**src/rtl/alu_arbiter_pkg.sv**
```systemverilog
// Shared types and constants for the two-requester ALU arbiter.
// Optional illegal-opcode trap is enabled by defining ALU_ARBITER_ILLEGAL_OP_EN.
package alu_arbiter_pkg;

    typedef enum logic [1:0] {
        IDLE = 2'd0,
        EXEC = 2'd1,
        RESP = 2'd2
    } state_t;

    localparam int                  ALU_OP_W       = 3;
    localparam logic [ALU_OP_W-1:0] ALU_OP_ILLEGAL = 3'b111;
    localparam int                  ALU_N_DEFAULT  = 16;

endpackage

```
**src/rtl/alu_arbiter_if.sv**
```systemverilog
// Bundle of request, ALU and response signals around the arbiter.
// slave = the arbiter itself; master = everything around it (clients, ALU, response sink).
interface alu_arbiter_if
    import alu_arbiter_pkg::*;
#(
    parameter int N = ALU_N_DEFAULT
) ();

    logic [1:0]          req_valid;
    logic [1:0]          req_ready;
    logic [N-1:0]        req0_a;
    logic [N-1:0]        req0_b;
    logic [ALU_OP_W-1:0] req0_op;
    logic [N-1:0]        req1_a;
    logic [N-1:0]        req1_b;
    logic [ALU_OP_W-1:0] req1_op;

    logic [N-1:0]        alu_a;
    logic [N-1:0]        alu_b;
    logic [ALU_OP_W-1:0] alu_op;
    logic [N-1:0]        alu_y;
    logic                alu_zero;

    logic                rsp_valid;
    logic                rsp_ready;
    logic                rsp_id;
    logic [N-1:0]        rsp_y;
    logic                rsp_zero;
    logic                rsp_err;

    modport slave (
        input  req_valid, req0_a, req0_b, req0_op, req1_a, req1_b, req1_op,
        input  alu_y, alu_zero, rsp_ready,
        output req_ready, alu_a, alu_b, alu_op,
        output rsp_valid, rsp_id, rsp_y, rsp_zero, rsp_err
    );

    modport master (
        output req_valid, req0_a, req0_b, req0_op, req1_a, req1_b, req1_op,
        output alu_y, alu_zero, rsp_ready,
        input  req_ready, alu_a, alu_b, alu_op,
        input  rsp_valid, rsp_id, rsp_y, rsp_zero, rsp_err
    );

endinterface

```
**src/rtl/alu_arbiter_rr_arb2.sv**
```systemverilog
// Two-way round-robin picker: combinational only, the "last served" pointer lives in the parent.
module rr_arb2 (
    input  logic [1:0] req,
    input  logic       last,
    output logic [1:0] gnt,
    output logic       gnt_id
);

    always_comb begin
        // NOTE: every output gets a default first so no path through the block can infer a latch.
        gnt_id = 1'b0;
        gnt    = 2'b00;
        case (req)
            2'b01:   gnt_id = 1'b0;
            2'b10:   gnt_id = 1'b1;
            2'b11:   gnt_id = ~last;
            default: gnt_id = 1'b0;
        endcase
        if (|req) begin
            gnt = gnt_id ? 2'b10 : 2'b01;
        end
    end

endmodule

```
**src/rtl/alu_arbiter.sv**
```systemverilog
// Shares one pipelined ALU between two valid/ready requesters with a single response channel.
// Optional feature: ALU_ARBITER_ILLEGAL_OP_EN traps opcode 3'b111 without touching the ALU.
module alu_arbiter
    import alu_arbiter_pkg::*;
#(
    parameter int N       = ALU_N_DEFAULT,
    parameter int ALU_LAT = 1
) (
    input logic          clk,
    input logic          rst_n,
    alu_arbiter_if.slave bus
);

    localparam int               CNT_W    = $clog2(ALU_LAT + 1);
    localparam logic [CNT_W-1:0] CNT_LOAD = CNT_W'(ALU_LAT);

    state_t              state;
    state_t              state_nxt;
    logic [CNT_W-1:0]    cnt;
    logic                last;
    logic [1:0]          gnt;
    logic                gnt_id;
    logic [N-1:0]        sel_a;
    logic [N-1:0]        sel_b;
    logic [ALU_OP_W-1:0] sel_op;
    logic                sel_illegal;
    logic                accept;
    logic                capture;
    logic                rsp_done;
    logic [1:0]          req_ready_c;
    logic [N-1:0]        alu_a_q;
    logic [N-1:0]        alu_b_q;
    logic [ALU_OP_W-1:0] alu_op_q;
    logic                rsp_id_q;
    logic [N-1:0]        rsp_y_q;
    logic                rsp_zero_q;

    rr_arb2 u_rr_arb2 (
        .req    (bus.req_valid),
        .last   (last),
        .gnt    (gnt),
        .gnt_id (gnt_id)
    );

    assign sel_a  = gnt_id ? bus.req1_a  : bus.req0_a;
    assign sel_b  = gnt_id ? bus.req1_b  : bus.req0_b;
    assign sel_op = gnt_id ? bus.req1_op : bus.req0_op;

`ifdef ALU_ARBITER_ILLEGAL_OP_EN
    assign sel_illegal = (sel_op == ALU_OP_ILLEGAL);
`else
    assign sel_illegal = 1'b0;
`endif

    always_ff @(posedge clk or negedge rst_n) begin
        // NOTE: registers use non-blocking assignments so all of them sample pre-edge values.
        if (!rst_n) begin
            state <= IDLE;
        end else begin
            state <= state_nxt;
        end
    end

    // The ALU result is valid ALU_LAT edges after its inputs settle, so it is sampled one edge later.
    always_comb begin
        state_nxt   = state;
        req_ready_c = 2'b00;
        accept      = 1'b0;
        capture     = 1'b0;
        rsp_done    = 1'b0;
        case (state)
            IDLE: begin
                if (|gnt) begin
                    req_ready_c = gnt;
                    accept      = 1'b1;
                    state_nxt   = sel_illegal ? RESP : EXEC;
                end
            end
            EXEC: begin
                if (cnt == '0) begin
                    capture   = 1'b1;
                    state_nxt = RESP;
                end
            end
            RESP: begin
                if (bus.rsp_ready) begin
                    rsp_done  = 1'b1;
                    state_nxt = IDLE;
                end
            end
            default: state_nxt = IDLE;
        endcase
    end

    always_ff @(posedge clk or negedge rst_n) begin
        if (!rst_n) begin
            cnt        <= '0;
            last       <= 1'b1;
            alu_a_q    <= '0;
            alu_b_q    <= '0;
            alu_op_q   <= '0;
            rsp_id_q   <= 1'b0;
            rsp_y_q    <= '0;
            rsp_zero_q <= 1'b0;
        end else begin
            if (accept) begin
                rsp_id_q <= gnt_id;
                if (sel_illegal) begin
                    rsp_y_q    <= '0;
                    rsp_zero_q <= 1'b0;
                end else begin
                    alu_a_q  <= sel_a;
                    alu_b_q  <= sel_b;
                    alu_op_q <= sel_op;
                    cnt      <= CNT_LOAD;
                end
            end else if (state == EXEC && cnt != '0) begin
                cnt <= cnt - CNT_W'(1);
            end
            if (capture) begin
                rsp_y_q    <= bus.alu_y;
                rsp_zero_q <= bus.alu_zero;
            end
            if (rsp_done) begin
                last <= rsp_id_q;
            end
        end
    end

`ifdef ALU_ARBITER_ILLEGAL_OP_EN
    logic rsp_err_q;

    always_ff @(posedge clk or negedge rst_n) begin
        if (!rst_n) begin
            rsp_err_q <= 1'b0;
        end else if (accept) begin
            rsp_err_q <= sel_illegal;
        end
    end

    assign bus.rsp_err = rsp_err_q;
`else
    assign bus.rsp_err = 1'b0;
`endif

    assign bus.req_ready = req_ready_c;
    assign bus.alu_a     = alu_a_q;
    assign bus.alu_b     = alu_b_q;
    assign bus.alu_op    = alu_op_q;
    assign bus.rsp_valid = (state == RESP);
    assign bus.rsp_id    = rsp_id_q;
    assign bus.rsp_y     = rsp_y_q;
    assign bus.rsp_zero  = rsp_zero_q;

endmodule

```
**src/flat_wrapper.sv**
```systemverilog
// flat-port wrapper written by rule: the top's interface ports become plain ports
module alu_arbiter_flat import alu_arbiter_pkg::*;
#(
    parameter int N       = ALU_N_DEFAULT,
    parameter int ALU_LAT = 1
)
  (clk, rst_n, bus_req_valid, bus_req0_a, bus_req0_b, bus_req0_op, bus_req1_a, bus_req1_b, bus_req1_op, bus_alu_y, bus_alu_zero, bus_rsp_ready, bus_req_ready, bus_alu_a, bus_alu_b, bus_alu_op, bus_rsp_valid, bus_rsp_id, bus_rsp_y, bus_rsp_zero, bus_rsp_err);
  alu_arbiter_if #(.N(N)) bus_i ();
  input logic clk;
  input logic rst_n;
  input wire logic [$bits(bus_i.req_valid)-1:0] bus_req_valid;
  input wire logic [$bits(bus_i.req0_a)-1:0] bus_req0_a;
  input wire logic [$bits(bus_i.req0_b)-1:0] bus_req0_b;
  input wire logic [$bits(bus_i.req0_op)-1:0] bus_req0_op;
  input wire logic [$bits(bus_i.req1_a)-1:0] bus_req1_a;
  input wire logic [$bits(bus_i.req1_b)-1:0] bus_req1_b;
  input wire logic [$bits(bus_i.req1_op)-1:0] bus_req1_op;
  input wire logic [$bits(bus_i.alu_y)-1:0] bus_alu_y;
  input wire logic [$bits(bus_i.alu_zero)-1:0] bus_alu_zero;
  input wire logic [$bits(bus_i.rsp_ready)-1:0] bus_rsp_ready;
  output wire logic [$bits(bus_i.req_ready)-1:0] bus_req_ready;
  output wire logic [$bits(bus_i.alu_a)-1:0] bus_alu_a;
  output wire logic [$bits(bus_i.alu_b)-1:0] bus_alu_b;
  output wire logic [$bits(bus_i.alu_op)-1:0] bus_alu_op;
  output wire logic [$bits(bus_i.rsp_valid)-1:0] bus_rsp_valid;
  output wire logic [$bits(bus_i.rsp_id)-1:0] bus_rsp_id;
  output wire logic [$bits(bus_i.rsp_y)-1:0] bus_rsp_y;
  output wire logic [$bits(bus_i.rsp_zero)-1:0] bus_rsp_zero;
  output wire logic [$bits(bus_i.rsp_err)-1:0] bus_rsp_err;
  assign bus_i.req_valid = bus_req_valid;
  assign bus_i.req0_a = bus_req0_a;
  assign bus_i.req0_b = bus_req0_b;
  assign bus_i.req0_op = bus_req0_op;
  assign bus_i.req1_a = bus_req1_a;
  assign bus_i.req1_b = bus_req1_b;
  assign bus_i.req1_op = bus_req1_op;
  assign bus_i.alu_y = bus_alu_y;
  assign bus_i.alu_zero = bus_alu_zero;
  assign bus_i.rsp_ready = bus_rsp_ready;
  assign bus_req_ready = bus_i.req_ready;
  assign bus_alu_a = bus_i.alu_a;
  assign bus_alu_b = bus_i.alu_b;
  assign bus_alu_op = bus_i.alu_op;
  assign bus_rsp_valid = bus_i.rsp_valid;
  assign bus_rsp_id = bus_i.rsp_id;
  assign bus_rsp_y = bus_i.rsp_y;
  assign bus_rsp_zero = bus_i.rsp_zero;
  assign bus_rsp_err = bus_i.rsp_err;
  alu_arbiter #(.N(N), .ALU_LAT(ALU_LAT)) u_core (.clk(clk), .rst_n(rst_n), .bus(bus_i));
endmodule
```
**config.mk**
```make
export PLATFORM = sky130hd
export DESIGN_NAME = alu_arbiter_flat
export DESIGN_NICKNAME = d
export VERILOG_FILES = /design/src/rtl/alu_arbiter_pkg.sv /design/src/rtl/alu_arbiter_if.sv /design/src/rtl/alu_arbiter_rr_arb2.sv /design/src/rtl/alu_arbiter.sv /design/src/flat_wrapper.sv
export SDC_FILE = /design/constraint.sdc
export NUM_CORES = 1
export LEC_CHECK = 0
export BUFFER_PORTS_ARGS = -buffer_cell sky130_fd_sc_hd__buf_4
export CAP_MARGIN = 20
export CORE_ASPECT_RATIO = 0.9
export CORE_MARGIN = 4
export CORE_UTILIZATION = 30
export DETAILED_ROUTE_END_ITERATION = 10
export MAX_ROUTING_LAYER = met4
export SLEW_MARGIN = 0
export SYNTH_ARGS = -nofsm -noshare
export SYNTH_HDL_FRONTEND = slang
export SYNTH_SLANG_ARGS = --single-unit
```
**constraint.sdc**
```tcl
create_clock -name clk -period 1.6 [get_ports clk]
set_input_delay 0.16 -clock clk [delete_from_list [all_inputs] [get_ports clk]]
set_output_delay 0.16 -clock clk [all_outputs]
set_load 0.01 [all_outputs]
```
==> results of run 1 <==
==> synthesized netlist by cell type, drive strengths merged, types with 2 or more instances <==
cell type and n:
nand2 28, and3 24, buf 13, dfrtp 56
a21o 2, nor2 2, mux2 18, a221o 23
a31oi 12, inv 2, a21oi 12, clkbuf 5
==> flip-flops by register name, summed over array words and instances, names as in the netlist <==
signal and count:
u_core.cnt 1, u_core.bus.alu_op 3, u_core.last 1, u_core.bus.alu_b 16
u_core.bus.alu_a 16, u_core.bus.rsp_y 16, u_core.bus.rsp_id 1, u_core.bus.rsp_zero 1
u_core.state 2
==> cells by family after synthesis <==
group	count (synthesis)
other	1
AO/OA/AOI/OAI	52
multiplexers	18
buffers and inverters	20
AND/OR/NAND/NOR	59
flip-flops	57
==> where the power goes <==
part	internal [W]	total [W]	switching (W)
sequential	0.00219	0.00262	0.000427
combinational	0.00195	0.00350	0.00155
clock	0.000956	0.00154	0.000580
total	0.00510	0.00765	0.00256
==> metal layers <==
layer  share of wire  track usage
met5               0            -
met4           0.019      0.05070
met3           0.080      0.05865
met2            0.47       0.2341
met1            0.43       0.1894
==> what timing repair did <==
action | 4_1_cts | 5_1_grt
gates resized for setup | 2 | 2
hold endpoints to repair | 56 | 0
pin swaps | 0 | 1
setup buffers | 1 | 0
cloned | 1 | 0
hold buffers | 1 | 0
setup endpoints to repair | 1 | 1
==> cell type report <==
cell class | instances | area (µm²)
clock buffer | 11 | 151.4
clock inverter | 5 | 77.57
fill | 759 | 4090
inverter | 2 | 7.507
multi-input combinational | 131 | 935.9
sequential | 57 | 1428
tap | 99 | 123.9
timing repair buffer | 156 | 1215
==> critical path, delay by kind of cell, from the launching register on <==
family | cells | cell delay [ns]
buffers and inverters | 1 | 0.10
flip-flops | 1 | 0.56
AO/OA/AOI/OAI | 1 | 0.16
AND/OR/NAND/NOR | 1 | 0.21
==> metrics by stage <==
stage               cells  instance area, µm²  worst slack (ns)  hold WS [ns]
CTS                   461                3930          0.004099       0.02851
global route          461                3939           0.01197       0.02011
detailed placement    442                3669           0.06752        0.2718
finish                461                3939           0.07439       0.04890
floorplan             207                2461           0.09580       -0.1356
global placement      442                3669            0.1052        0.2717
==> placed cells by master, fill, tap and decap left out, types with 2 or more instances in the layout <==
cell | Yosys | final
dfrtp_1 | 56 | 56
mux2_2 | 18 | 18
a21oi_1 | 12 | 12
nor2_2 | 1 | 2
inv_1 | 2 | 2
and3_1 | 23 | 23
clkinv_2 | 0 | 2
bufinv_16 | 0 | 2
a221o_1 | 23 | 23
nand2_1 | 28 | 28
buf_4 | 2 | 151
a31oi_1 | 12 | 12
buf_12 | 0 | 3
a21o_1 | 2 | 2
clkbuf_8 | 0 | 11
==> worst max path at each step <==
stage | slack [ns] | from | cells past startpoint | to
after floorplan | 0.1 | u_core.state[1] | 4 | u_core.bus.rsp_y[10]
after global placement | 0.11 | u_core.state[0] | 4 | u_core.bus.alu_a[7]
after detailed placement | 0.07 | u_core.state[0] | 4 | u_core.bus.alu_a[12]
after CTS | 0.004 | u_core.last | 3 | bus_req_ready[1]
after global routing | 0.01 | u_core.last | 3 | bus_req_ready[0]
final | 0.07 | u_core.last | 3 | bus_req_ready[0]
==> report_table.html, run 1 <==
<table>
<tr><th>Metric</th><th>Value</th></tr>
<tr><th colspan="2">CTS</th></tr>
<tr><td>CTS tree</td><td>yes</td></tr>
<tr><td>TritonCTS buffer count</td><td>9</td></tr>
<tr><td>Number of buffers between clock root and the deepest sink</td><td>2</td></tr>
<tr><td>Number of sinks on the clock net</td><td>57</td></tr>
<tr><td>Clock latency reported for the late side of the worst-skew pair</td><td>0.34 ns</td></tr>
<tr><td>Root Buffer Master</td><td>clkbuf_8</td></tr>
<tr><td>H-tree lvl count</td><td>3</td></tr>
<tr><td>CTS clock-pin slew for the worst setup and hold paths</td><td>0.07 ns</td></tr>
<tr><th colspan="2">Pwr</th></tr>
<tr><td>Peak ir drop on the vdd network</td><td>0.8932 mV</td></tr>
<tr><td>Ratio of total power to cell area</td><td>1943 mW/mm²</td></tr>
<tr><td>Final Total Pwr</td><td>0.007652 W</td></tr>
<tr><td>Cell leakage power</td><td>1.994 nW</td></tr>
<tr><th colspan="2">Setup path</th></tr>
<tr><td>Critical-path maximum fanout</td><td>4</td></tr>
<tr><td>End of the worst register-to-register path</td><td>u_core.bus.alu_a[12]</td></tr>
<tr><td>Kind of start point of the critical path</td><td>register</td></tr>
<tr><td>Internal reg-to-reg setup slack</td><td>0.11 ns</td></tr>
<tr><td>CP arrival</td><td>1.37 ns</td></tr>
<tr><td>Worst Path Class, Setup</td><td>register to primary output</td></tr>
<tr><td>Critical path capture point type</td><td>primary output</td></tr>
<tr><td>Number of cell instances on the worst register-to-register path</td><td>4</td></tr>
<tr><td>Peak per-stage delay on the critical path</td><td>0.56 ns</td></tr>
<tr><td>Required time at the worst-slack endpoint</td><td>1.44 ns</td></tr>
<tr><td>CP max stage cell</td><td>dfstp_2</td></tr>
<tr><td>Cell-by-cell trace of the critical path</td><td>a21bo_4, and3_4, buf_6</td></tr>
<tr><td>Launch point of the worst reg-to-reg path</td><td>u_core.state[0]</td></tr>
<tr><th colspan="2">Placed design</th></tr>
<tr><td>Final HPWL DP</td><td>5008 µm</td></tr>
<tr><td>Buffers added on ports</td><td>147</td></tr>
<tr><td>Final RePlAce weighted congestion</td><td>0.7801</td></tr>
<tr><th colspan="2">Synthesis</th></tr>
<tr><td>EDFF count, synth</td><td>0</td></tr>
<tr><td>Main combinational cell family by area after synthesis</td><td>compound AO/OA/AOI/OAI gates</td></tr>
<tr><td>Fraction of the mapped netlist area in simple logic gates</td><td>0.1220</td></tr>
<tr><td>Adder and majority cell fraction of the synthesized area</td><td>0</td></tr>
<tr><td>Flops &amp; latches, synth</td><td>57</td></tr>
<tr><td>Main synth FF type</td><td>dfrtp_1</td></tr>
<tr><td>Multiplexer area fraction after synthesis</td><td>0.08236</td></tr>
<tr><td>Syn Inst Count</td><td>207</td></tr>
<tr><td>Total number of yosys warnings</td><td>0</td></tr>
<tr><td>Total standard cell area after synthesis</td><td>0.002461 mm²</td></tr>
<tr><td>Xor and xnor fraction of the mapped netlist area</td><td>0</td></tr>
<tr><td>Cell taking the most area after synthesis</td><td>dfrtp_1</td></tr>
<tr><td>Post-synth cell types</td><td>27</td></tr>
<tr><td>Top cell type's share of synthesized area</td><td>0.5694</td></tr>
<tr><td>Top area cells in the synthesized netlist</td><td>dfrtp_1, a221o_1, mux2_2</td></tr>
<tr><td>Share of async-settable or async-resettable flops after synthesis</td><td>1.000</td></tr>
<tr><td>Mean area per synthesized cell</td><td>11.89 µm²</td></tr>
<tr><td>Sequential fraction of the synthesis area</td><td>0.5801</td></tr>
<tr><td>Post-Syn Nets</td><td>299</td></tr>
<tr><td>Compound-cell area share of the yosys netlist</td><td>0.1652</td></tr>
<tr><th colspan="2">Hold path</th></tr>
<tr><td>Worst hold path class</td><td>primary input to register</td></tr>
<tr><td>Destination of the worst hold path</td><td>u_core.bus.alu_b[13]</td></tr>
<tr><td>Worst hold stages</td><td>2</td></tr>
<tr><td>Start point of the worst min-delay path</td><td>bus_req0_b[13]</td></tr>
<tr><th colspan="2">Global route</th></tr>
<tr><td>Total congestion overflow</td><td>0</td></tr>
<tr><td>First-pass GRT wire length</td><td>11100 µm</td></tr>
<tr><td>Antenna violations before repair</td><td>0</td></tr>
<tr><td>Maximum number of pins on one net before global-route repair</td><td>58</td></tr>
<tr><td>Overall routing resource usage</td><td>0.1544</td></tr>
<tr><td>Via count of the first global-routing pass</td><td>2255</td></tr>
<tr><th colspan="2">Flow run</th></tr>
<tr><td>Max-cap check violation count</td><td>0</td></tr>
<tr><th colspan="2">Routing</th></tr>
<tr><td>First-pass DRT Iterations</td><td>5</td></tr>
<tr><td>Via count</td><td>2200</td></tr>
<tr><td>DRC violations left</td><td>0</td></tr>
<tr><td>Routed wire length</td><td>7284 µm</td></tr>
<tr><td>Vias per cell</td><td>4.772</td></tr>
<tr><td>DRC marker count from the first detailed-route iteration</td><td>122</td></tr>
<tr><td>Routed WL per cell</td><td>15.80 µm</td></tr>
<tr><td>Antenna viol nets, final</td><td>0</td></tr>
<tr><th colspan="2">Finish</th></tr>
<tr><td>Final nets</td><td>449</td></tr>
<tr><td>Fraction of final layout cells sized beyond drive strength 1</td><td>0.5470</td></tr>
<tr><td>Area growth from synthesis to layout</td><td>60.04%</td></tr>
<tr><td>Final core occ</td><td>0.4906</td></tr>
<tr><td>Antenna Cells</td><td>0</td></tr>
<tr><th colspan="2">Floorplanning</th></tr>
<tr><td>Starting utilization of the core area</td><td>0.3065</td></tr>
<tr><td>Core area</td><td>0.008029 mm²</td></tr>
<tr><td>Area enclosed by the die boundary</td><td>0.009719 mm²</td></tr>
<tr><td>Number of rows created at floorplan</td><td>31</td></tr>
<tr><td># IOs</td><td>149</td></tr>
<tr><td>Die Ht</td><td>93.93 µm</td></tr>
<tr><td>Chip width</td><td>103.5 µm</td></tr>
<tr><th colspan="2">Timing</th></tr>
<tr><td>Total Neg Setup Slack</td><td>0 ns</td></tr>
<tr><td>Final worst-path cycle share</td><td>0.9535</td></tr>
<tr><td>Worst setup skew after layout</td><td>0.007112 ns</td></tr>
<tr><td>Shortest clock period the worst path allows after layout</td><td>1.526 ns</td></tr>
<tr><td>Final setup violating endpoints</td><td>0</td></tr>
<tr><td>Max-slew violation count</td><td>0</td></tr>
<tr><td>Max Freq</td><td>655.5 MHz</td></tr>
<tr><td>Hold Vio Cnt, Final</td><td>0</td></tr>
<tr><td>Relative max-transition margin</td><td>0.5141</td></tr>
<tr><td>Measured slew at the worst slew-check pin</td><td>0.7289 ns</td></tr>
<tr><td>RSZ-0062 raised after global routing</td><td>false</td></tr>
<tr><th colspan="2">Run status</th></tr>
<tr><td>Run status</td><td>finished clean</td></tr>
</table>
Power figures use the tool's default switching activity.
==> inputs of run 2 (changes only) <==
--- a/config.mk
+++ b/config.mk
@@ -15,4 +15,5 @@
 export SLEW_MARGIN = 0
 export SYNTH_ARGS = -nofsm -noshare
 export SYNTH_HDL_FRONTEND = slang
+export SYNTH_HIERARCHICAL = 1
 export SYNTH_SLANG_ARGS = --single-unit
==> constraint.sdc (replaced) <==
create_clock -name clk -period 1.7 [get_ports clk]
set_input_delay 0.17 -clock clk [delete_from_list [all_inputs] [get_ports clk]]
set_output_delay 0.17 -clock clk [all_outputs]
set_load 0.01 [all_outputs]
==> run 2 against run 1 <==
Via count is 9.0% lower. Register-to-register slack worse by 0.15 ns. Highest routed layer unchanged. The flow now finishes with violations (setup timing). Cell count is 0.22% lower. Worst hold slack better by 0.023 ns. Largest power group unchanged.
==> report_table.html, run 2 <==
<table>
<tr><th>Metric</th><th>Value</th></tr>
<tr><th colspan="2">Floorplanning</th></tr>
<tr><td>Starting utilization of the core area</td><td>0.3134 (+0.006827)</td></tr>
<tr><td>Core area</td><td>0.008768 mm² (+9.2%)</td></tr>
<tr><td>Area enclosed by the die boundary</td><td>0.01076 mm² (+11%)</td></tr>
<tr><td>Chip width</td><td>108.9 µm (+5.2%)</td></tr>
<tr><td>Die Ht</td><td>98.79 µm (+5.2%)</td></tr>
<tr><td># IOs</td><td>149 (unchanged)</td></tr>
<tr><td>Number of rows created at floorplan</td><td>32 (+3.2%)</td></tr>
<tr><th colspan="2">Timing</th></tr>
<tr><td>Worst setup skew after layout</td><td>0.007283 ns (+0.0001715 ns)</td></tr>
<tr><td>Max-slew violation count</td><td>0 (unchanged)</td></tr>
<tr><td>Hold Vio Cnt, Final</td><td>0 (unchanged)</td></tr>
<tr><td>Final setup violating endpoints</td><td>34 (+34)</td></tr>
<tr><td>Worst hold margin</td><td>0.07157 ns (+0.02267 ns)</td></tr>
<tr><td>Final worst-path cycle share</td><td>1.025</td></tr>
<tr><td>Measured slew at the worst slew-check pin</td><td>0.7331 ns (+0.004272 ns)</td></tr>
<tr><td>Shortest clock period the worst path allows after layout</td><td>1.743 ns</td></tr>
<tr><td>Relative max-transition margin</td><td>0.5113 (-0.002848)</td></tr>
<tr><td>Setup slack after layout</td><td>-0.04334 ns (-0.1177 ns)</td></tr>
<tr><td>Max Freq</td><td>573.6 MHz</td></tr>
<tr><td>RSZ-0062 raised after global routing</td><td>true</td></tr>
<tr><th colspan="2">Routing</th></tr>
<tr><td>First-pass DRT Iterations</td><td>4 (-1)</td></tr>
<tr><td>DRC marker count from the first detailed-route iteration</td><td>52 (-57%)</td></tr>
<tr><td>Antenna viol nets, final</td><td>0 (unchanged)</td></tr>
<tr><td>DRC violations left</td><td>0 (unchanged)</td></tr>
<tr><td>Routed WL per cell</td><td>15.21 µm (-3.7%)</td></tr>
<tr><td>Via count</td><td>2001 (-9.0%)</td></tr>
<tr><td>Routed wire length</td><td>6996 µm (-4.0%)</td></tr>
<tr><td>Vias per cell</td><td>4.350 (-8.8%)</td></tr>
<tr><th colspan="2">Run status</th></tr>
<tr><td>Violations in the final reports</td><td>setup timing</td></tr>
<tr><td>Run status</td><td>complete, but fails checks</td></tr>
<tr><th colspan="2">CTS</th></tr>
<tr><td>TritonCTS buffer count</td><td>9 (unchanged)</td></tr>
<tr><td>Number of sinks on the clock net</td><td>57 (unchanged)</td></tr>
<tr><td>H-tree lvl count</td><td>3 (unchanged)</td></tr>
<tr><td>CTS clock-pin slew for the worst setup and hold paths</td><td>0.07 ns (about the same)</td></tr>
<tr><td>Clock latency reported for the late side of the worst-skew pair</td><td>0.33 ns (about the same)</td></tr>
<tr><td>Number of buffers between clock root and the deepest sink</td><td>2 (unchanged)</td></tr>
<tr><td>Root Buffer Master</td><td>clkbuf_8</td></tr>
<tr><td>CTS tree</td><td>yes</td></tr>
<tr><th colspan="2">Synthesis</th></tr>
<tr><td>Adder and majority cell fraction of the synthesized area</td><td>0 (unchanged)</td></tr>
<tr><td>Fraction of the mapped netlist area in simple logic gates</td><td>0.02641 (-0.09560)</td></tr>
<tr><td>Total number of yosys warnings</td><td>6 (+6)</td></tr>
<tr><td>Top cell type's share of synthesized area</td><td>0.5100 (-0.05938)</td></tr>
<tr><td>Flops &amp; latches, synth</td><td>57 (unchanged)</td></tr>
<tr><td>Post-Syn Nets</td><td>266 (-11%)</td></tr>
<tr><td>Sequential fraction of the synthesis area</td><td>0.5196 (-0.06049)</td></tr>
<tr><td>Compound-cell area share of the yosys netlist</td><td>0.01639 (-0.1488)</td></tr>
<tr><td>Xor and xnor fraction of the mapped netlist area</td><td>0 (unchanged)</td></tr>
<tr><td>EDFF count, synth</td><td>0 (unchanged)</td></tr>
<tr><td>Mean area per synthesized cell</td><td>15.79 µm² (+33%)</td></tr>
<tr><td>Main synth FF type</td><td>dfrtp_1</td></tr>
<tr><td>Share of async-settable or async-resettable flops after synthesis</td><td>1.000 (unchanged)</td></tr>
<tr><td>Syn Inst Count</td><td>174 (-16%)</td></tr>
<tr><td>Most common cell in the synthesized netlist</td><td>mux2_2</td></tr>
<tr><td>Multiplexer area fraction after synthesis</td><td>0.3893 (+0.3070)</td></tr>
<tr><td>Total standard cell area after synthesis</td><td>0.002748 mm² (+12%)</td></tr>
<tr><td>Cell types with the highest counts after synthesis</td><td>mux2_2, dfrtp_1, mux2_4</td></tr>
<tr><td>Post-synth cell types</td><td>21 (-22%)</td></tr>
<tr><td>Cell taking the most area after synthesis</td><td>dfrtp_1</td></tr>
<tr><td>Top area cells in the synthesized netlist</td><td>dfrtp_1, mux2_2, mux2_4</td></tr>
<tr><td>Main combinational cell family by area after synthesis</td><td>multiplexers</td></tr>
<tr><th colspan="2">Hold path</th></tr>
<tr><td>Worst hold stages</td><td>2 (unchanged)</td></tr>
<tr><td>Worst hold path class</td><td>primary input to register</td></tr>
<tr><th colspan="2">Setup path</th></tr>
<tr><td>Peak per-stage delay on the critical path</td><td>0.55 ns (about the same)</td></tr>
<tr><td>Number of cell instances on the worst register-to-register path</td><td>7 (+3)</td></tr>
<tr><td>Cell-by-cell trace of the critical path</td><td>inv_2, a21boi_4, nor2_2, nor3_4, buf_6, buf_16, mux2_4</td></tr>
<tr><td>Worst Path Class, Setup</td><td>register to register</td></tr>
<tr><td>CP max stage cell</td><td>dfstp_2</td></tr>
<tr><td>Critical-path maximum fanout</td><td>6 (+2)</td></tr>
<tr><td>Critical path capture point type</td><td>register</td></tr>
<tr><td>Kind of start point of the critical path</td><td>register</td></tr>
<tr><td>CP arrival</td><td>1.95 ns (+0.58 ns)</td></tr>
<tr><td>Required time at the worst-slack endpoint</td><td>1.91 ns (+0.47 ns)</td></tr>
<tr><th colspan="2">Global route</th></tr>
<tr><td>Antenna violations before repair</td><td>0 (unchanged)</td></tr>
<tr><td>Total congestion overflow</td><td>0 (unchanged)</td></tr>
<tr><td>Via count of the first global-routing pass</td><td>2062 (-8.6%)</td></tr>
<tr><td>First-pass GRT wire length</td><td>10370 µm (-6.5%)</td></tr>
<tr><td>Maximum number of pins on one net before global-route repair</td><td>58 (unchanged)</td></tr>
<tr><td>Overall routing resource usage</td><td>0.1298 (-0.02463)</td></tr>
<tr><th colspan="2">Finish</th></tr>
<tr><td>Final nets</td><td>428 (-4.7%)</td></tr>
<tr><td>Area growth from synthesis to layout</td><td>57.74%</td></tr>
<tr><td>Sequential Area</td><td>0.001428 mm² (unchanged)</td></tr>
<tr><td>Commonest cells after routing, fill and taps aside</td><td>buf_4, mux2_2, dfrtp_1, mux2_4, clkbuf_8</td></tr>
<tr><td>Antenna Cells</td><td>0 (unchanged)</td></tr>
<tr><td>Fraction of final layout cells sized beyond drive strength 1</td><td>0.7947 (+0.2478)</td></tr>
<tr><td>Multi-input logic area</td><td>0.001250 mm² (+34%)</td></tr>
<tr><td>Commonest non-fill, non-tap cell in the layout</td><td>buf_4</td></tr>
<tr><td>Final core occ</td><td>0.4943 (+0.003720)</td></tr>
<tr><td>Filler cell count</td><td>797 (+5.0%)</td></tr>
<tr><th colspan="2">Pwr</th></tr>
<tr><td>Peak ir drop on the vdd network</td><td>0.8310 mV (-7.0%)</td></tr>
<tr><td>Cell leakage power</td><td>2.099 nW (+5.3%)</td></tr>
<tr><td>Ratio of total power to cell area</td><td>1749 mW/mm² (-10%)</td></tr>
<tr><th colspan="2">Placed design</th></tr>
<tr><td>Buffers added on ports</td><td>147 (unchanged)</td></tr>
<tr><td>Final HPWL DP</td><td>4902 µm (-2.1%)</td></tr>
<tr><td>Final RePlAce weighted congestion</td><td>0.6673 (-14%)</td></tr>
<tr><td>Worst-case setup slack after placement</td><td>-0.1319 ns (-0.1995 ns)</td></tr>
<tr><th colspan="2">Flow run</th></tr>
<tr><td>Max-cap check violation count</td><td>0 (unchanged)</td></tr>
</table>
run 2: path summary, 6_finish.rpt:
path,endpoint,start,slack (ns)
min reg2reg,u_core/bus.alu_a[3],u_core/bus.alu_a[3],0.51
min in group asynchronous,u_core/bus.alu_a[6],rst_n,0.45
max in group asynchronous,u_core/bus.rsp_y[12],rst_n,0.74
min,u_core/bus.rsp_y[8],bus_alu_y[8],0.07
max reg2reg,u_core/bus.alu_b[2],u_core/last,-0.04
max,u_core/bus.alu_b[2],u_core/last,-0.04
run 2: layer usage:
layer  GRT usage  part of all wire  vias up
li1            -                 -      945
met1      0.1597              0.42      959
met2      0.2025              0.48       90
met3     0.04519             0.088        7
met4     0.03495            0.0093        0
met5           -                 0        -
run 2: layout make-up:
| cell class | count | area share |
|---|---|---|
| Clock buffer | 13 | 0.03435 |
| Clock inverter | 3 | 0.009238 |
| Inverter | 3 | 0.002598 |
| Multi-Input combinational cell | 104 | 0.2884 |
| Sequential cell | 57 | 0.3294 |
| Tap cell | 119 | 0.03435 |
| Timing Repair Buffer | 161 | 0.3017 |
run 2: what timing repair did:
item / CTS / global route
setup endpoints to repair: 37 / 40
buffers inserted: 5 / 0
resized for setup: 17 / 4
hold buffers: 1 / 0
cloned: 3 / 0
endpoints found under the hold margin: 56 / 0
pin swaps: 3 / 1
run 2: cells by family after synthesis:
logic type | after synthesis
AND/OR/NAND/NOR | 8
multiplexers | 89
other | 1
AO/OA/AOI/OAI | 6
flip-flops | 57
buffers and inverters | 13
run 2: per-stage QoR:
step,area [µm²],setup TNS [ns],total power [W],cells
6_report,4334,-0.7851,0.007581,460
4_1_cts,4338,-3.003,0.007732,461
5_1_grt,4334,-3.164,0.008034,460
3_5_place_dp,3970,-2.767,0.006012,436
2_1_floorplan,2748,0,0.004478,174
3_3_place_gp,3970,-0.5887,0.005961,436
run 2: power breakdown:
group | switching [W] | internal, W
registers | 0.000437 | 0.00207
logic | 0.00141 | 0.00243
clock network | 0.000512 | 0.000714
total | 0.00236 | 0.00522
run 2: worst max-delay path, delay by kind of cell, from the launching register on:
kind	cells	cell delay (ns)
DFF	1	0.55
muxes	1	0.30
and+or+nand+nor	2	0.27
AOI/OAI and AO/OA	1	0.15
buffers and inverters	3	0.36
==> inputs of run 3 (changes only) <==
--- a/config.mk
+++ b/config.mk
@@ -8,10 +8,10 @@
 export BUFFER_PORTS_ARGS = -buffer_cell sky130_fd_sc_hd__buf_4
 export CAP_MARGIN = 20
 export CORE_ASPECT_RATIO = 0.9
-export CORE_MARGIN = 4
-export CORE_UTILIZATION = 30
+export CORE_UTILIZATION = 45
 export DETAILED_ROUTE_END_ITERATION = 10
 export MAX_ROUTING_LAYER = met4
+export PLACE_DENSITY = 0.81
 export SLEW_MARGIN = 0
 export SYNTH_ARGS = -nofsm -noshare
 export SYNTH_HDL_FRONTEND = slang
==> run 3 against run 2 <==
Flip-flop and latch count stayed put. Non-clock buffer count up 7. Power grew 6.2%. The run ends with DRC, setup timing left. Core utilization up 28 points. Worst setup slack worse by 0.064 ns. Die area shrank 40%. Count of clock-buffer cells in the layout unchanged. Largest cell class is now buffers. Maximum frequency shrank 3.6%. Critical path depth unchanged. Clock power rose by 7%.
==> report_table.html, run 3 (synthesis gave the netlist of run 2 again) <==
<table>
<tr><th>Metric</th><th>Value</th></tr>
<tr><th colspan="2">Run status</th></tr>
<tr><td>Run status</td><td>complete, but fails checks</td></tr>
<tr><td>Violations in the final reports</td><td>DRC, setup timing</td></tr>
<tr><th colspan="2">Placed design</th></tr>
<tr><td>Placed Instances</td><td>386 (-11%)</td></tr>
<tr><td>Final RePlAce weighted congestion</td><td>0.6741 (+1.0%)</td></tr>
<tr><td>Buffers added on ports</td><td>147 (unchanged)</td></tr>
<tr><td>Final HPWL DP</td><td>4493 µm (-8.4%)</td></tr>
<tr><td>Worst-case setup slack after placement</td><td>-0.09914 ns (+0.03279 ns)</td></tr>
<tr><th colspan="2">Timing</th></tr>
<tr><td>Worst hold margin</td><td>0.07268 ns (+0.001105 ns)</td></tr>
<tr><td>Shortest clock period the worst path allows after layout</td><td>1.808 ns (+0.06433 ns)</td></tr>
<tr><td>Max-slew violation count</td><td>0 (unchanged)</td></tr>
<tr><td>Final worst-path cycle share</td><td>1.063 (+0.03784)</td></tr>
<tr><td>Max Freq</td><td>553.2 MHz (-3.6%)</td></tr>
<tr><td>Measured slew at the worst slew-check pin</td><td>0.7032 ns (-0.02992 ns)</td></tr>
<tr><td>Setup slack after layout</td><td>-0.1077 ns (-0.06433 ns)</td></tr>
<tr><td>Worst setup skew after layout</td><td>0.006953 ns (-0.0003300 ns)</td></tr>
<tr><td>Hold Vio Cnt, Final</td><td>0 (unchanged)</td></tr>
<tr><td>Final setup violating endpoints</td><td>35 (+2.9%)</td></tr>
<tr><td>RSZ-0062 raised after global routing</td><td>true</td></tr>
<tr><td>Relative max-transition margin</td><td>0.5312 (+0.01995)</td></tr>
<tr><th colspan="2">Pwr</th></tr>
<tr><td>Ratio of total power to cell area</td><td>1788 mW/mm² (+2.2%)</td></tr>
<tr><td>Cell leakage power</td><td>2.234 nW (+6.4%)</td></tr>
<tr><td>Peak ir drop on the vdd network</td><td>1.152 mV (+39%)</td></tr>
<tr><td>Final Total Pwr</td><td>0.008047 W (+6.2%)</td></tr>
<tr><th colspan="2">Setup path</th></tr>
<tr><td>End of the worst register-to-register path</td><td>u_core/bus.alu_a[5]</td></tr>
<tr><td>Required time at the worst-slack endpoint</td><td>1.91 ns (about the same)</td></tr>
<tr><td>Number of cell instances on the worst register-to-register path</td><td>7 (unchanged)</td></tr>
<tr><td>Critical-path maximum fanout</td><td>6 (unchanged)</td></tr>
<tr><td>Kind of start point of the critical path</td><td>register</td></tr>
<tr><td>Critical path capture point type</td><td>register</td></tr>
<tr><td>Internal reg-to-reg setup slack</td><td>-0.11 ns (-0.06 ns)</td></tr>
<tr><td>CP arrival</td><td>2.01 ns (+0.06 ns)</td></tr>
<tr><td>Worst Path Class, Setup</td><td>register to register</td></tr>
<tr><td>Launch point of the worst reg-to-reg path</td><td>u_core/last</td></tr>
<tr><th colspan="2">Finish</th></tr>
<tr><td>Final nets</td><td>435 (+1.6%)</td></tr>
<tr><td>Commonest non-fill, non-tap cell in the layout</td><td>buf_4</td></tr>
<tr><td>Area growth from synthesis to layout</td><td>63.80%</td></tr>
<tr><td>Filler cell count</td><td>382 (-52%)</td></tr>
<tr><td>Antenna Cells</td><td>0 (unchanged)</td></tr>
<tr><td>Fraction of final layout cells sized beyond drive strength 1</td><td>0.8069 (+0.01220)</td></tr>
<tr><td>Commonest cells after routing, fill and taps aside</td><td>buf_4, dfrtp_1, mux2_2, mux2_4, clkbuf_8</td></tr>
<tr><td>Non-filler instance count after layout</td><td>417 (-9.3%)</td></tr>
<tr><th colspan="2">Routing</th></tr>
<tr><td>Via count</td><td>2069 (+3.4%)</td></tr>
<tr><td>Routed WL per cell</td><td>17.09 µm (+12%)</td></tr>
<tr><td>Antenna viol nets, final</td><td>0 (unchanged)</td></tr>
<tr><td>DRC marker count from the first detailed-route iteration</td><td>100 (+92%)</td></tr>
<tr><td>Vias per cell</td><td>4.962 (+14%)</td></tr>
<tr><td>DRC violations left</td><td>20 (+20)</td></tr>
<tr><td>Routed wire length</td><td>7128 µm (+1.9%)</td></tr>
<tr><td>First-pass DRT Iterations</td><td>8 (+4)</td></tr>
<tr><th colspan="2">Flow run</th></tr>
<tr><td>Max-cap check violation count</td><td>0 (unchanged)</td></tr>
<tr><th colspan="2">Floorplanning</th></tr>
<tr><td>Starting utilization of the core area</td><td>0.4745 (+0.1611)</td></tr>
<tr><td>Die Ht</td><td>76.13 µm (-23%)</td></tr>
<tr><td>Core area</td><td>0.005791 mm² (-34%)</td></tr>
<tr><td># IOs</td><td>149 (unchanged)</td></tr>
<tr><td>Area enclosed by the die boundary</td><td>0.006423 mm² (-40%)</td></tr>
<tr><td>Chip width</td><td>84.37 µm (-23%)</td></tr>
<tr><td>Number of rows created at floorplan</td><td>26 (-19%)</td></tr>
<tr><th colspan="2">Global route</th></tr>
<tr><td>Maximum number of pins on one net before global-route repair</td><td>58 (unchanged)</td></tr>
<tr><td>Via count of the first global-routing pass</td><td>2246 (+8.9%)</td></tr>
<tr><td>Antenna violations before repair</td><td>0 (unchanged)</td></tr>
<tr><td>Overall routing resource usage</td><td>0.2124 (+0.08262)</td></tr>
<tr><td>First-pass GRT wire length</td><td>10280 µm (-0.86%)</td></tr>
<tr><td>Total congestion overflow</td><td>0 (unchanged)</td></tr>
<tr><th colspan="2">CTS</th></tr>
<tr><td>Clock latency reported for the late side of the worst-skew pair</td><td>0.33 ns (about the same)</td></tr>
<tr><td>H-tree lvl count</td><td>3 (unchanged)</td></tr>
<tr><td>CTS clock-pin slew for the worst setup and hold paths</td><td>0.06 ns (about the same)</td></tr>
<tr><td>Root Buffer Master</td><td>clkbuf_8</td></tr>
<tr><td>Number of buffers between clock root and the deepest sink</td><td>2 (unchanged)</td></tr>
<tr><td>CTS tree</td><td>yes</td></tr>
<tr><td>Number of sinks on the clock net</td><td>57 (unchanged)</td></tr>
<tr><td>TritonCTS buffer count</td><td>9 (unchanged)</td></tr>
<tr><th colspan="2">Hold path</th></tr>
<tr><td>Start point of the worst min-delay path</td><td>bus_alu_y[0]</td></tr>
<tr><td>Worst hold stages</td><td>2 (unchanged)</td></tr>
<tr><td>Destination of the worst hold path</td><td>u_core/bus.rsp_y[0]</td></tr>
<tr><td>Worst hold path class</td><td>primary input to register</td></tr>
</table>
-- run 3: routing by layer --
| metal | GRT usage | part of all wire |
|---|---|---|
| met1 | 0.2347 | 0.42 |
| met4 | 0.05932 | 0.0076 |
| met5 | - | 0 |
| met3 | 0.08451 | 0.075 |
| met2 | 0.3574 | 0.50 |
-- run 3: area by class of cell --
class,instances,area (µm²),share of cell area
Clock buffer,13,178.9,0.03976
Clock inverter,2,35.03,0.007784
Inverter,3,11.26,0.002502
Multi-Input combinational cell,104,1295,0.2877
Sequential cell,57,1428,0.3172
Tap cell,70,87.58,0.01946
Timing Repair Buffer,168,1465,0.3255
-- run 3: worst max-delay path, cell delays in order (launching register included) --
cell and delay [ns]:
dfstp_2 0.38, buf_4 0.14, buf_6 0.11, a21boi_4 0.15, buf_12 0.16, clkbuf_16 0.15, mux2_2 0.34, mux2_4 0.27
-- run 3: per-stage QoR --
step	utilization	area (µm²)	setup TNS (ns)
2_1_floorplan	-	2748	0
3_3_place_gp	0.6759	3914	0
5_1_grt	0.7772	4501	-4.303
6_report	0.7772	4501	-2.706
4_1_cts	0.7405	4288	-2.026
3_5_place_dp	0.6759	3914	-1.920
-- run 3: worst max path at each step --
stage / slack, ns / depth (start not counted) / to / start
finish: -0.11 / 7 / u_core/bus.alu_a[5] / u_core/last
global route: -0.15 / 7 / u_core/bus.alu_a[2] / u_core/last
CTS: -0.08 / 7 / u_core/bus.alu_a[1] / u_core/last
detailed placement: -0.1 / 6 / u_core/bus.alu_b[12] / u_core/last
global placement: 0.02 / 6 / u_core/bus.alu_b[12] / u_core/last
floorplan: 0.06 / 7 / u_core/bus.alu_a[12] / u_core/last
-- run 3: what timing repair did --
action                     in CTS  in global routing
hold buffers                    1                  0
cloned                          1                  6
setup endpoints to repair      36                 39
resized for setup              15                 20
buffers inserted                7                  2
hold endpoints to repair       56                  0
pin swaps                       2                  4
-- run 3: power breakdown --
part / switching (W) / leakage [nW] / internal [W] / total, W
clock network: 0.000493 / 0.112 / 0.000826 / 0.00132
logic: 0.00151 / 1.45 / 0.00268 / 0.00418
registers: 0.000471 / 0.669 / 0.00208 / 0.00255
total: 0.00247 / 2.23 / 0.00558 / 0.00805
